`config.mk`:
```
export PLATFORM = sky130hd
export DESIGN_NAME = const_time_divider
export DESIGN_NICKNAME = d
export VERILOG_FILES = /design/src/rtl/ct_arith_pkg.sv /design/src/rtl/ct_div_step.sv /design/src/rtl/const_time_divider.sv
export SDC_FILE = /design/constraint.sdc
export NUM_CORES = 1
export LEC_CHECK = 0
export CORE_ASPECT_RATIO = 0.7
export CORE_MARGIN = 2
export CORE_UTILIZATION = 55
export DETAILED_ROUTE_END_ITERATION = 16
export HOLD_SLACK_MARGIN = 0.02
export PLACE_DENSITY = 0.84
export SLEW_MARGIN = 40
export SYNTH_ARGS = -nofsm -noshare
export SYNTH_HDL_FRONTEND = slang
export SYNTH_SLANG_ARGS = --single-unit
```
`constraint.sdc`:
```
create_clock -name clk -period 8.01 [get_ports clk]
set_clock_uncertainty 0.15 [all_clocks]
set_input_delay 1.2015 -clock clk [delete_from_list [all_inputs] [get_ports clk]]
set_output_delay 1.2015 -clock clk [all_outputs]
set_load 0.02 [all_outputs]
```
`src/rtl/ct_arith_pkg.sv`:
```
// Shared state encodings for the constant-time arithmetic units (divider and multiplier).
package ct_arith_pkg;

    typedef enum logic [1:0] {
        IDLE = 2'd0,
        CALC = 2'd1,
        DONE = 2'd2
    } div_state_t;

    typedef enum logic [1:0] {
        MUL_IDLE = 2'd0,
        MUL_ACC  = 2'd1,
        MUL_DONE = 2'd2
    } mul_state_t;

endpackage

```
`src/rtl/ct_div_step.sv`:
```
// One restoring-division step: shift in the next dividend bit, trial-subtract, mux the result.
module ct_div_step #(
    parameter int WIDTH = 8
) (
    input  logic [WIDTH-1:0] rem,
    input  logic             dvd_msb,
    input  logic [WIDTH-1:0] divisor,
    output logic [WIDTH-1:0] next_rem,
    output logic             q_bit
);

    logic [WIDTH:0]   shifted;
    logic [WIDTH+1:0] trial;

    assign shifted  = {rem, dvd_msb};
    assign trial    = {1'b0, shifted} - {2'b00, divisor};
    // Top two bits catch both borrow and overflow; with rem < divisor only borrow can occur.
    assign q_bit    = (trial[WIDTH+1:WIDTH] == 2'b00);
    assign next_rem = q_bit ? trial[WIDTH-1:0] : shifted[WIDTH-1:0];

endmodule

```
`src/rtl/const_time_divider.sv`:
```
// Constant-time restoring divider: every operation takes WIDTH CALC cycles regardless of operands.
// Build option CT_DIV_ZERO_FASTPATH_EN: divisor==0 skips CALC (intentionally timing-leaky variant).
module const_time_divider
    import ct_arith_pkg::*;
#(
    parameter int WIDTH = 8
) (
    input  logic             clk,
    input  logic             rst,
    input  logic             start,
    input  logic [WIDTH-1:0] dividend,
    input  logic [WIDTH-1:0] divisor,
    output logic [WIDTH-1:0] quotient,
    output logic [WIDTH-1:0] remainder,
    output logic             quotientDone,
    output logic             busy
);

    localparam int               CNT_W = $clog2(WIDTH) + 1;
    localparam logic [CNT_W-1:0] LAST  = CNT_W'(WIDTH - 1);

    div_state_t       state, state_next;
    logic [WIDTH-1:0] dvd, dvs, rem, next_rem;
    logic [CNT_W-1:0] count;
    logic             q_bit, last_step, zero_fast;

`ifdef CT_DIV_ZERO_FASTPATH_EN
    assign zero_fast = (divisor == '0);
`else
    assign zero_fast = 1'b0;
`endif

    assign last_step = (count == LAST);

    ct_div_step #(.WIDTH(WIDTH)) u_step (
        .rem      (rem),
        .dvd_msb  (dvd[WIDTH-1]),
        .divisor  (dvs),
        .next_rem (next_rem),
        .q_bit    (q_bit)
    );

    always_ff @(posedge clk or negedge rst) begin
        if (!rst) begin
            state <= IDLE;
        end else begin
            state <= state_next;
        end
    end

    // Transitions depend only on start and the step counter, never on operand data.
    always_comb begin
        state_next   = state;
        busy         = (state != IDLE);
        quotientDone = (state == DONE);
        case (state)
            IDLE:    if (start) state_next = zero_fast ? DONE : CALC;
            CALC:    if (last_step) state_next = DONE;
            DONE:    state_next = IDLE;
            default: state_next = IDLE;
        endcase
    end

    always_ff @(posedge clk or negedge rst) begin
        if (!rst) begin
            dvd       <= '0;
            dvs       <= '0;
            rem       <= '0;
            count     <= '0;
            quotient  <= '0;
            remainder <= '0;
        end else begin
            case (state)
                IDLE: begin
                    if (start) begin
                        dvd   <= dividend;
                        dvs   <= divisor;
                        rem   <= '0;
                        count <= '0;
                        if (zero_fast) begin
                            quotient  <= '1;
                            remainder <= dividend;
                        end
                    end
                end
                CALC: begin
                    // The dividend register doubles as the quotient shift register.
                    rem   <= next_rem;
                    dvd   <= {dvd[WIDTH-2:0], q_bit};
                    count <= count + CNT_W'(1);
                    if (last_step) begin
                        quotient  <= {dvd[WIDTH-2:0], q_bit};
                        remainder <= next_rem;
                    end
                end
                default: ;
            endcase
        end
    end

endmodule

```
==> impl_metrics.ini <==
[synthesis]
synthTopCellsByArea = dfrtp_1 (50%), nand2_1 (8.4%), o21ai_0 (7.0%)
synth_cell_types = 40
ys_seq_area_frac = 0.502
synth_nets = 267
syn_area_per_cell_um2 = 9.63
ys_seq_elements = 46
synth_cells = 238
synth_warnings = 0
synth_area_um2 = 2290
synth_top_area_cell = dfrtp_1
yosys.area.top_type_share = 0.502

[pwr]
p_per_area_nw_per_um2 = 469
irDropWorstVdd_mv = 0.252
leakage_nw = 1.25
fin_total_pwr_w = 0.00130

[sta]
rsz0062_at_grt = false
tightestPinTransition_ns = 0.738
post-route-min-period_ns = 3.25
hold_viol_final = 0
period_share = 0.406
setup_violations = 0
timing.fmax_mhz = 308
report.final.slew_viol_count = 0
hold_ws_ns = 0.330
setup_tns_ns = 0
slew_headroom = 0.507

[grt]
grt_pass1_wl_um = 7470
grt_max_degree = 47
grt_usage = 0.211
grt_pass1_vias = 1485
overflow = 0
antenna_found_initial = 0

[critical_path]
worstPathArrival_ns = 3.28
worstPathMaxFanout = 19
rr_worst_depth = 10
reg2reg_slack_ns = 5.21
path_class = in2reg
cp_data_required_time_ns = 8.04
end_kind = flip-flop
crit_path_start_kind = input pin

[clock_network]
h-tree-depth = 2
clk_path_buf_depth = 2
cts.hold.buffers_added = 0
cts_inserted_buffers = 5
clkTransAtPathRegs_ns = 0.08
cts_tree = built
cts_sinks = 46
ctsResizeCount = 0
cts_setup_buffers = 0
root_buffer = clkbuf_8
clock_latency_ns = 0.29

[final_layout]
n_antenna_cell = 0
drive_gt1_frac = 0.0699
final_cell_mix = nand2_1 (51), dfrtp_1 (46), clkdlybuf4s50_1 (35)
nets = 300
layout_commonest_cell = nand2_1
final_cells = 324
area_growth_pct = 20.7

[routing]
drt-initial-drc-count = 157
finalWirelength_um = 4350
ant_nets = 0
routed_via_density = 5.35
wl_per_cell_um = 13.4
drt_pass1_iterations = 4
drc_errors = 0
vias = 1735

[placed_design]
gp_congestion = 0.872
io_buffers = 36
dp_hpwl_um = 3210
post-place-cells = 316

[floorplanning]
dieWidth_um = 81.1
dieHeight_um = 58.0
rows = 19
pin_count = 37
initial_core_util = 0.577
die_area_um2 = 4710
core_um2 = 3970

[status]
status = completed

[min_path]
min_path_cells = 2
hold_path.class = reg2reg

[flow_run]
cap_violations = 0
[flip-flops by register name (all words and copies together) (netlist names)]
name and flops:
state 2, quotient 8, remainder 8, rem 8
count 4, dvd 8, dvs 8
[synthesized netlist by cell type]
| cell type | instances |
|---|---|
| dfrtp_1 | 46 |
| fa_1 | 1 |
| clkinv_1 | 1 |
| a211oi_2 | 1 |
| nor3b_1 | 1 |
| o21a_1 | 2 |
| xnor2_1 | 6 |
| inv_1 | 10 |
| nand2b_1 | 5 |
| o21ai_2 | 2 |
| o21bai_1 | 2 |
| nor2_1 | 5 |
| ha_1 | 9 |
| o21ai_0 | 32 |
| xor2_1 | 1 |
| nand4b_1 | 1 |
| mux2_4 | 1 |
| a22o_1 | 1 |
| a21o_1 | 2 |
| a21oi_1 | 12 |
| and3b_1 | 1 |
| buf_2 | 2 |
| nor2b_1 | 10 |
| nand4_1 | 1 |
| a22oi_1 | 6 |
| clkbuf_1 | 7 |
| o211ai_1 | 1 |
| a221oi_2 | 1 |
| a222oi_1 | 1 |
| mux2_2 | 1 |
| mux2i_1 | 7 |
| o22ai_1 | 1 |
| o21ai_1 | 1 |
| a31oi_1 | 1 |
| and3_1 | 1 |
| or2_2 | 1 |
| nand2_1 | 51 |
| buf_6 | 1 |
| or3_1 | 1 |
| nand3b_1 | 1 |
[where the power goes]
group	leakage, nW	internal (W)	switching (W)
sequential	0.579	0.000345	0.0000803
combinational	0.630	0.000340	0.000397
clock	0.0452	0.0000616	0.0000738
total	1.25	0.000746	0.000551
[metrics by stage]
stage                      util  cell area (µm²)  setup WS [ns]
after floorplan               -             2290           5.50
after global placement    0.671             2660           4.27
after detailed placement  0.674             2680           4.44
after CTS                 0.696             2760           4.75
after global routing      0.697             2770           4.63
final                     0.697             2770           4.76
[worst paths after layout]
path | start | end
setup / recovery | start | dvs[0]$_DFFE_PN0P_
hold / removal | quotient[4]$_DFFE_PN0P_ | quotient[4]$_DFFE_PN0P_
setup reg to reg | dvd[7]$_DFFE_PN0P_ | rem[7]$_DFFE_PN0P_
hold reg to reg | quotient[4]$_DFFE_PN0P_ | quotient[4]$_DFFE_PN0P_
max in group asynchronous | rst | remainder[1]$_DFFE_PN0P_
min in group asynchronous | rst | dvs[2]$_DFFE_PN0P_
[cell type report]
type	count	area, µm²
multi-input cells	171	1060
inverters	11	41.3
clock buffers	6	72.6
flip-flops and latches	46	1150
well taps	52	65.1
fillers	291	1200
repair buffers	36	358
clock inverters	2	13.8
[layer usage]
layer | vias up | share of wire | track usage
met3 | 5 | 0.068 | 0.0436
met4 | 0 | 0.0076 | 0.0436
li1 | 879 | - | -
met5 | - | 0 | 0
met1 | 797 | 0.53 | 0.375
met2 | 54 | 0.39 | 0.257
[kinds of logic after synthesis]
| logic type | after synthesis | share of synthesized area |
|---|---|---|
| buffers and inverters | 21 | 0.0388 |
| flip-flops | 46 | 0.502 |
| multiplexers | 9 | 0.0421 |
| AND/OR/NAND/NOR | 79 | 0.158 |
| XOR/XNOR | 7 | 0.0268 |
| AO/OA/AOI/OAI | 66 | 0.174 |
| adder cells (fa/ha/maj) | 10 | 0.0579 |
[worst max-delay path, stage by stage]
cell and delay [ns]:
clkdlybuf4s50_1 0.62, nor2b_1 0.44, nor2b_2 0.61, mux2_2 0.40
Note: power is estimated with default switching activity, not from simulation.
